### config.mk
export PLATFORM = sky130hd
export DESIGN_NAME = mux_rr_arbiter
export DESIGN_NICKNAME = d
export VERILOG_FILES = /design/src/rtl/mux_rr_arbiter.sv
export SDC_FILE = /design/constraint.sdc
export NUM_CORES = 1
export LEC_CHECK = 0
export BUFFER_PORTS_ARGS = -buffer_cell sky130_fd_sc_hd__buf_2
export CAP_MARGIN = 20
export CORE_MARGIN = 2
export CORE_UTILIZATION = 40
export CTS_BUF_LIST = sky130_fd_sc_hd__clkbuf_4 sky130_fd_sc_hd__clkbuf_8
export CTS_CLUSTER_SIZE = 20
export DETAILED_ROUTE_END_ITERATION = 10
export PLACE_DENSITY_LB_ADDON = 0.3
export SLEW_MARGIN = 20
export SYNTH_ARGS = -nofsm -noshare
export SYNTH_HDL_FRONTEND = slang
export SYNTH_SLANG_ARGS = --single-unit
### constraint.sdc
create_clock -name Clk -period 3 [get_ports Clk]
set_input_delay 0.75 -clock Clk [delete_from_list [all_inputs] [get_ports Clk]]
set_output_delay 0.75 -clock Clk [all_outputs]
set_load 0.02 [all_outputs]
### src/rtl/mux_rr_arbiter.sv
// mux_rr_arbiter: round-robin arbiter and sequencer for a 4:1 single-bit mux.
// Four requesters share one mux output. One requester is granted at a time,
// Sel follows the grant, and the selected Ent bit is registered onto Sal
// with a Valid qualifier. Every grant is followed by one idle GAP cycle.
//
// Optional feature: define MUX_RR_LOCK_EN to add the Lock input. While Lock
// is high and the granted requester keeps requesting, the hold limit is not
// enforced; the hold counter saturates at HOLD_MAX instead.
//
// Parameter constraints: HOLD_MAX in 1..15, and 2**CNT_W > HOLD_MAX.
module mux_rr_arbiter #(
  parameter int HOLD_MAX = 8,
  parameter int CNT_W    = 4
) (
  input  logic       Clk,
  input  logic       Rst,
  input  logic [3:0] Req,
  input  logic [3:0] Ent,
`ifdef MUX_RR_LOCK_EN
  input  logic       Lock,
`endif
  output logic [3:0] Gnt,
  output logic [1:0] Sel,
  output logic       Sal,
  output logic       Valid
);

  localparam logic [1:0] ST_IDLE  = 2'd0;
  localparam logic [1:0] ST_GRANT = 2'd1;
  localparam logic [1:0] ST_GAP   = 2'd2;

  localparam logic [CNT_W-1:0] HOLD_LIM = CNT_W'(HOLD_MAX);
  localparam logic [CNT_W-1:0] CNT_ONE  = CNT_W'(1);
  localparam logic [CNT_W-1:0] CNT_ZERO = '0;

  logic [1:0]       state;
  logic [1:0]       state_nxt;
  logic [1:0]       ptr;
  logic [CNT_W-1:0] cnt;

  logic             win_found;
  logic [1:0]       win_idx;
  logic             req_sel;
  logic             lock_hold;
  logic             hold_done;
  logic             grant_exit;
  logic             arb_state;
  logic             arb_win;

  // The current owner's request line, and whether a lock keeps it past the limit
  assign req_sel = Req[Sel];

`ifdef MUX_RR_LOCK_EN
  assign lock_hold = Lock & req_sel;
`else
  assign lock_hold = 1'b0;
`endif

  // A grant ends when its owner stops requesting or its hold budget is used up;
  // both at once is still one exit.
  assign hold_done  = (cnt == HOLD_LIM) && !lock_hold;
  assign grant_exit = (state == ST_GRANT) && (!req_sel || hold_done);

  // IDLE and GAP arbitrate identically; only GRANT is excluded
  assign arb_state = (state == ST_IDLE) || (state == ST_GAP);
  assign arb_win   = arb_state && win_found;

  // Rotating priority scan: start at ptr, ascend, wrap 3->0, first request wins
  always_comb begin
    win_found = 1'b0;
    win_idx   = ptr;
    for (int k = 0; k < 4; k++) begin
      if (!win_found && Req[ptr + 2'(k)]) begin
        win_found = 1'b1;
        win_idx   = ptr + 2'(k);
      end
    end
  end

  // Next-state selection for the IDLE / GRANT / GAP sequencer
  always_comb begin
    state_nxt = state;
    case (state)
      ST_IDLE:  state_nxt = win_found ? ST_GRANT : ST_IDLE;
      ST_GAP:   state_nxt = win_found ? ST_GRANT : ST_IDLE;
      ST_GRANT: state_nxt = grant_exit ? ST_GAP : ST_GRANT;
      default:  state_nxt = ST_IDLE;
    endcase
  end

  // State register
  always_ff @(posedge Clk or posedge Rst) begin
    if (Rst) begin
      state <= ST_IDLE;
    end else begin
      state <= state_nxt;
    end
  end

  // Grant and select: load on an arbitration win, clear Gnt on exit, Sel holds
  always_ff @(posedge Clk or posedge Rst) begin
    if (Rst) begin
      Gnt <= 4'b0000;
      Sel <= 2'b00;
    end else if (arb_win) begin
      Gnt <= 4'b0001 << win_idx;
      Sel <= win_idx;
    end else if (grant_exit) begin
      Gnt <= 4'b0000;
    end
  end

  // Hold counter: counts GRANT cycles of the current owner, saturating at the limit
  always_ff @(posedge Clk or posedge Rst) begin
    if (Rst) begin
      cnt <= CNT_ZERO;
    end else if (arb_win) begin
      cnt <= CNT_ONE;
    end else if (grant_exit) begin
      cnt <= CNT_ZERO;
    end else if (state == ST_GRANT && cnt != HOLD_LIM) begin
      cnt <= cnt + CNT_ONE;
    end
  end

  // Priority pointer: the requester after the one just served goes first next time
  always_ff @(posedge Clk or posedge Rst) begin
    if (Rst) begin
      ptr <= 2'b00;
    end else if (grant_exit) begin
      ptr <= Sel + 2'd1;
    end
  end

  // Output data path: sample the granted requester's bit during every GRANT cycle
  always_ff @(posedge Clk or posedge Rst) begin
    if (Rst) begin
      Sal   <= 1'b0;
      Valid <= 1'b0;
    end else if (state == ST_GRANT) begin
      Sal   <= Ent[Sel];
      Valid <= 1'b1;
    end else begin
      Valid <= 1'b0;
    end
  end

endmodule

==> summary by stage <==
STA
The final hold violation count is 0. Counting I/O delays and the setup requirement, the final critical path takes about 1.8 ns. The transition time at the pin with the least slew margin is approximately 0.60 ns.

After layout, the worst setup slack is around 1.2 ns. The upper clock frequency limit is about 560 MHz. For the final database, setup skew stands at between 0.007 and 0.008 ns.

Setup violations remaining at the end of the flow were counted as 0. The share of the cycle needed by the critical path after routing is between 50% and 60%. The final-report max-slew violation count was 0.

Measured against its own limit, the worst slew margin works out to 60.2%. Setup repair after global routing left no endpoint under its margin. In the final timing run, aggregate negative setup slack is 0 ns.

Synth
The most used flip-flop cell after synthesis is sky130_fd_sc_hd__dfrtp_1. After synthesis, the mean cell area works out to 10.7 sq um. The number of register bits inferred by synthesis is 16.

The total standard cell area after synthesis is 856 sq um. The number of nets handed over by synthesis was 92. The count of flip-flops with a built-in enable after synthesis is 0. The Yosys warning count is 0. The share of the Yosys chip area taken by registers is 46.8%.

The post-synthesis cell type count is 34. In the synthesized netlist, the number of instances is 80. Of all flip-flops after synthesis, the portion carrying an async set or reset was 100%.

Flow run
The number of max-cap violations is 0.

Setup path
The family with the most delay on the worst path is multiplexers. On the critical path, the stage with the largest delay is an instance of sky130_fd_sc_hd__mux4_2. The signal on the critical path passes through buf_2 -> mux4_2 -> a21oi_4 -> nor2_2 -> a2bb2o_4. STA puts the critical path data required time at around 3.2 ns. The register-to-register path setup slack is 1.27 ns.

Counting cells, the worst reg-to-reg path comes to 4. STA classifies the critical path startpoint as an input pin. Data arrives at the worst endpoint at 1.96 ns. The worst stage delay on the critical path is ~0.53 ns. Along the worst path, the maximum fanout reaches 7. The worst flop-to-flop path endpoint is Gnt[1]$_DFFE_PP0P_.

The type of the worst setup path is input pin to register. The worst setup path is captured at a register. The buffers plus inverters on the worst setup path is 1. The start of the worst register-to-register path is Sel[0]$_DFFE_PP0P_. In this run the number of cells on the critical path is 5.

Power
For this design the static power due to leakage is 0.478 nW. The power density normalized to cell area is 1040 nW/um^2. VDD sags by at most 0.000480 V.

Clock network
The number of gates given a new drive strength after cts is 0. The number of hold buffers added after CTS was 0. The clock insertion delay at the later pin of the skew report is between 0.2 and 0.3 ns. The tree is rooted in a sky130_fd_sc_hd__clkbuf_4. After clock tree synthesis, the clock-pin slew on the worst setup and hold paths is roughly 0.090 ns. In this run the post-CTS setup repair buffer count came out at 0.

The clock drives 16 sinks. The number of levels the H-tree was split into is 1. TritonCTS built the clock tree. The worst-case clock buffer depth is 2. The number of clock buffers added by TritonCTS is 3.

Placed design
The placer congestion estimate is 0.801. Counting tap cells, the placed design contains a total of around 120 instances. In this run the cell area measured after placement is 971 sq um. The number of port buffers is 17.

Once detailed placement completed, the half-perimeter wirelength came to 1320 um. The worst slack after detailed placement is roughly 0.91 ns.

Status
The run finished with clean final reports.

Route
Summed over all layers, the routed wires come to 1700 um. In this run, the number of DRC markers left after iteration 0 of detailed routing was 14. The post-detailed-route via-to-cell ratio is 5.24. The count of antenna-violating nets left after detailed routing is 0. The number of iterations in the first detailed-routing pass is 4. The wire length per cell is approximately 13 um.

After detailed routing, the number of remaining DRC violations is 0. The via total after detailed routing is around 670.

Hold path
For hold timing, the worst endpoint is Gnt[0]$_DFFE_PP0P_. In this run the worst hold path is classified as register to register. The hold path startpoint is Gnt[0]$_DFFE_PP0P_.

Counting instances, the worst hold path has a depth of 1.

Die
The floorplan step defined a die boundary enclosing 2530 sq um. The die is 50.3 um wide. The I/O pin count is 18. The vertical die dimension is 50.3 um.

For this configuration, the core starts out at a cell density of 43.2%. The floorplan core area is 1980 sq um. The number of placement rows is 16.

Cells and area
0 antenna diodes ended up in the layout. Leaving out fill and tap cells, the most frequent cells in the layout are 17 x sky130_fd_sc_hd__buf_2, 16 x sky130_fd_sc_hd__dfrtp_1, 10 x sky130_fd_sc_hd__nand2_1, 6 x sky130_fd_sc_hd__inv_1. The cell area after layout is 1010 sq um. In the final layout, the share of cells above drive strength 1 is 31.0%.

The final core area utilization is 50.8%. The layout overhead on the synthesized area is 17.7%. The library cell used most frequently in the layout, excluding fill and tap cells, is sky130_fd_sc_hd__buf_2. The number of fill cells in the layout is 197. Once layout is complete, the cells apart from fillers number 127. At the end of the flow, the number of nets in the layout was 113.

Global route
The combined global-route utilization of all metal layers is 16.1%. Entering global routing, the biggest net connects 17 pins. The leftover overflow at the end of global routing is 0. The first-pass GRT wire length is 2990 um. The via count of the first global-routing pass is 669.

The initial antenna violation count is 0.
==> routing by layer <==
layer  wire [um]  vias to the layer above  GRT usage [%]
met4          45                        0           9.72
met1         782                      316           21.1
met3          50                        5           2.68
met5           0                        -              0
met2         819                       13           25.0
li1            -                      331              -
==> cell families after synthesis <==
family                     after synthesis  synth area share (%)
and+or+nand+nor                         27                  17.1
buffers and inverters                    7                  3.07
xor gates and xnor gates                 2                  2.05
adders and majority gates                2                  2.92
muxes                                    2                  5.70
AOI/OAI and AO/OA                       24                  22.4
DFF                                     16                  46.8
==> stage by stage <==
| stage | hold WS, ns | power (mW) |
|---|---|---|
| after global placement | 0.454 | 0.893 |
| after floorplan | 0.478 | 0.771 |
| final | 0.493 | 1.04 |
| after global routing | 0.527 | 1.13 |
| after CTS | 0.496 | 1.05 |
| after detailed placement | 0.476 | 0.908 |
==> worst max path at each step <==
stage / slack, ns / to / start
6_report: 1.22 / Gnt[1]$_DFFE_PP0P_ / Req[3]
5_1_grt: 1.19 / Gnt[2]$_DFFE_PP0P_ / Req[3]
4_1_cts: 1.22 / Gnt[1]$_DFFE_PP0P_ / Req[3]
3_5_place_dp: 0.91 / Gnt[1]$_DFFE_PP0P_ / Req[3]
3_3_place_gp: 0.95 / Gnt[1]$_DFFE_PP0P_ / Req[3]
2_1_floorplan: 1.14 / Gnt[1]$_DFFE_PP0P_ / Req[3]
==> area by class of cell <==
cell class                 instances  area (sq um)  area share (%)
clock buffer                       4          36.3            3.60
sequential                        16           400            39.8
tap                               27          33.8            3.35
multi-input combinational         57           429            42.6
inverter                           6          22.5            2.24
timing repair buffer              17          85.1            8.45
==> power breakdown <==
group / total, mW / leakage (nW) / internal, mW / switching, mW
sequential: 0.406 / 0.200 / 0.311 / 0.0958
combinational: 0.494 / 0.257 / 0.214 / 0.280
clock: 0.143 / 0.0210 / 0.0740 / 0.0690
total: 1.04 / 0.478 / 0.598 / 0.445
==> worst register-to-register path, cell delays in order (launching register included) <==
cell and delay, ns:
sky130_fd_sc_hd__dfrtp_1 0.49, sky130_fd_sc_hd__mux4_2 0.59, sky130_fd_sc_hd__a21oi_4 0.23, sky130_fd_sc_hd__nor2_2 0.09, sky130_fd_sc_hd__a2bb2o_4 0.23
==> flip-flops by register name, indices dropped and copies added, names as in the netlist <==
name,flops
cnt,4
Sal,1
Valid,1
Sel,2
state,2
ptr,2
Gnt,4
==> cells in the mapped netlist, types with 2 or more instances <==
| cell type | n | area (sq um) |
|---|---|---|
| sky130_fd_sc_hd__nor2b_1 | 3 | 18.8 |
| sky130_fd_sc_hd__a21oi_1 | 5 | 25.0 |
| sky130_fd_sc_hd__nor2_1 | 3 | 11.3 |
| sky130_fd_sc_hd__o21ai_0 | 5 | 25.0 |
| sky130_fd_sc_hd__inv_1 | 6 | 22.5 |
| sky130_fd_sc_hd__xor2_1 | 2 | 17.5 |
| sky130_fd_sc_hd__nand2_1 | 10 | 37.5 |
| sky130_fd_sc_hd__ha_1 | 2 | 25.0 |
| sky130_fd_sc_hd__nand3_1 | 2 | 10.0 |
| sky130_fd_sc_hd__dfrtp_1 | 16 | 400 |
| sky130_fd_sc_hd__a22o_2 | 2 | 20.0 |
| sky130_fd_sc_hd__nor3_1 | 2 | 10.0 |
Power figures use the tool's default switching activity.
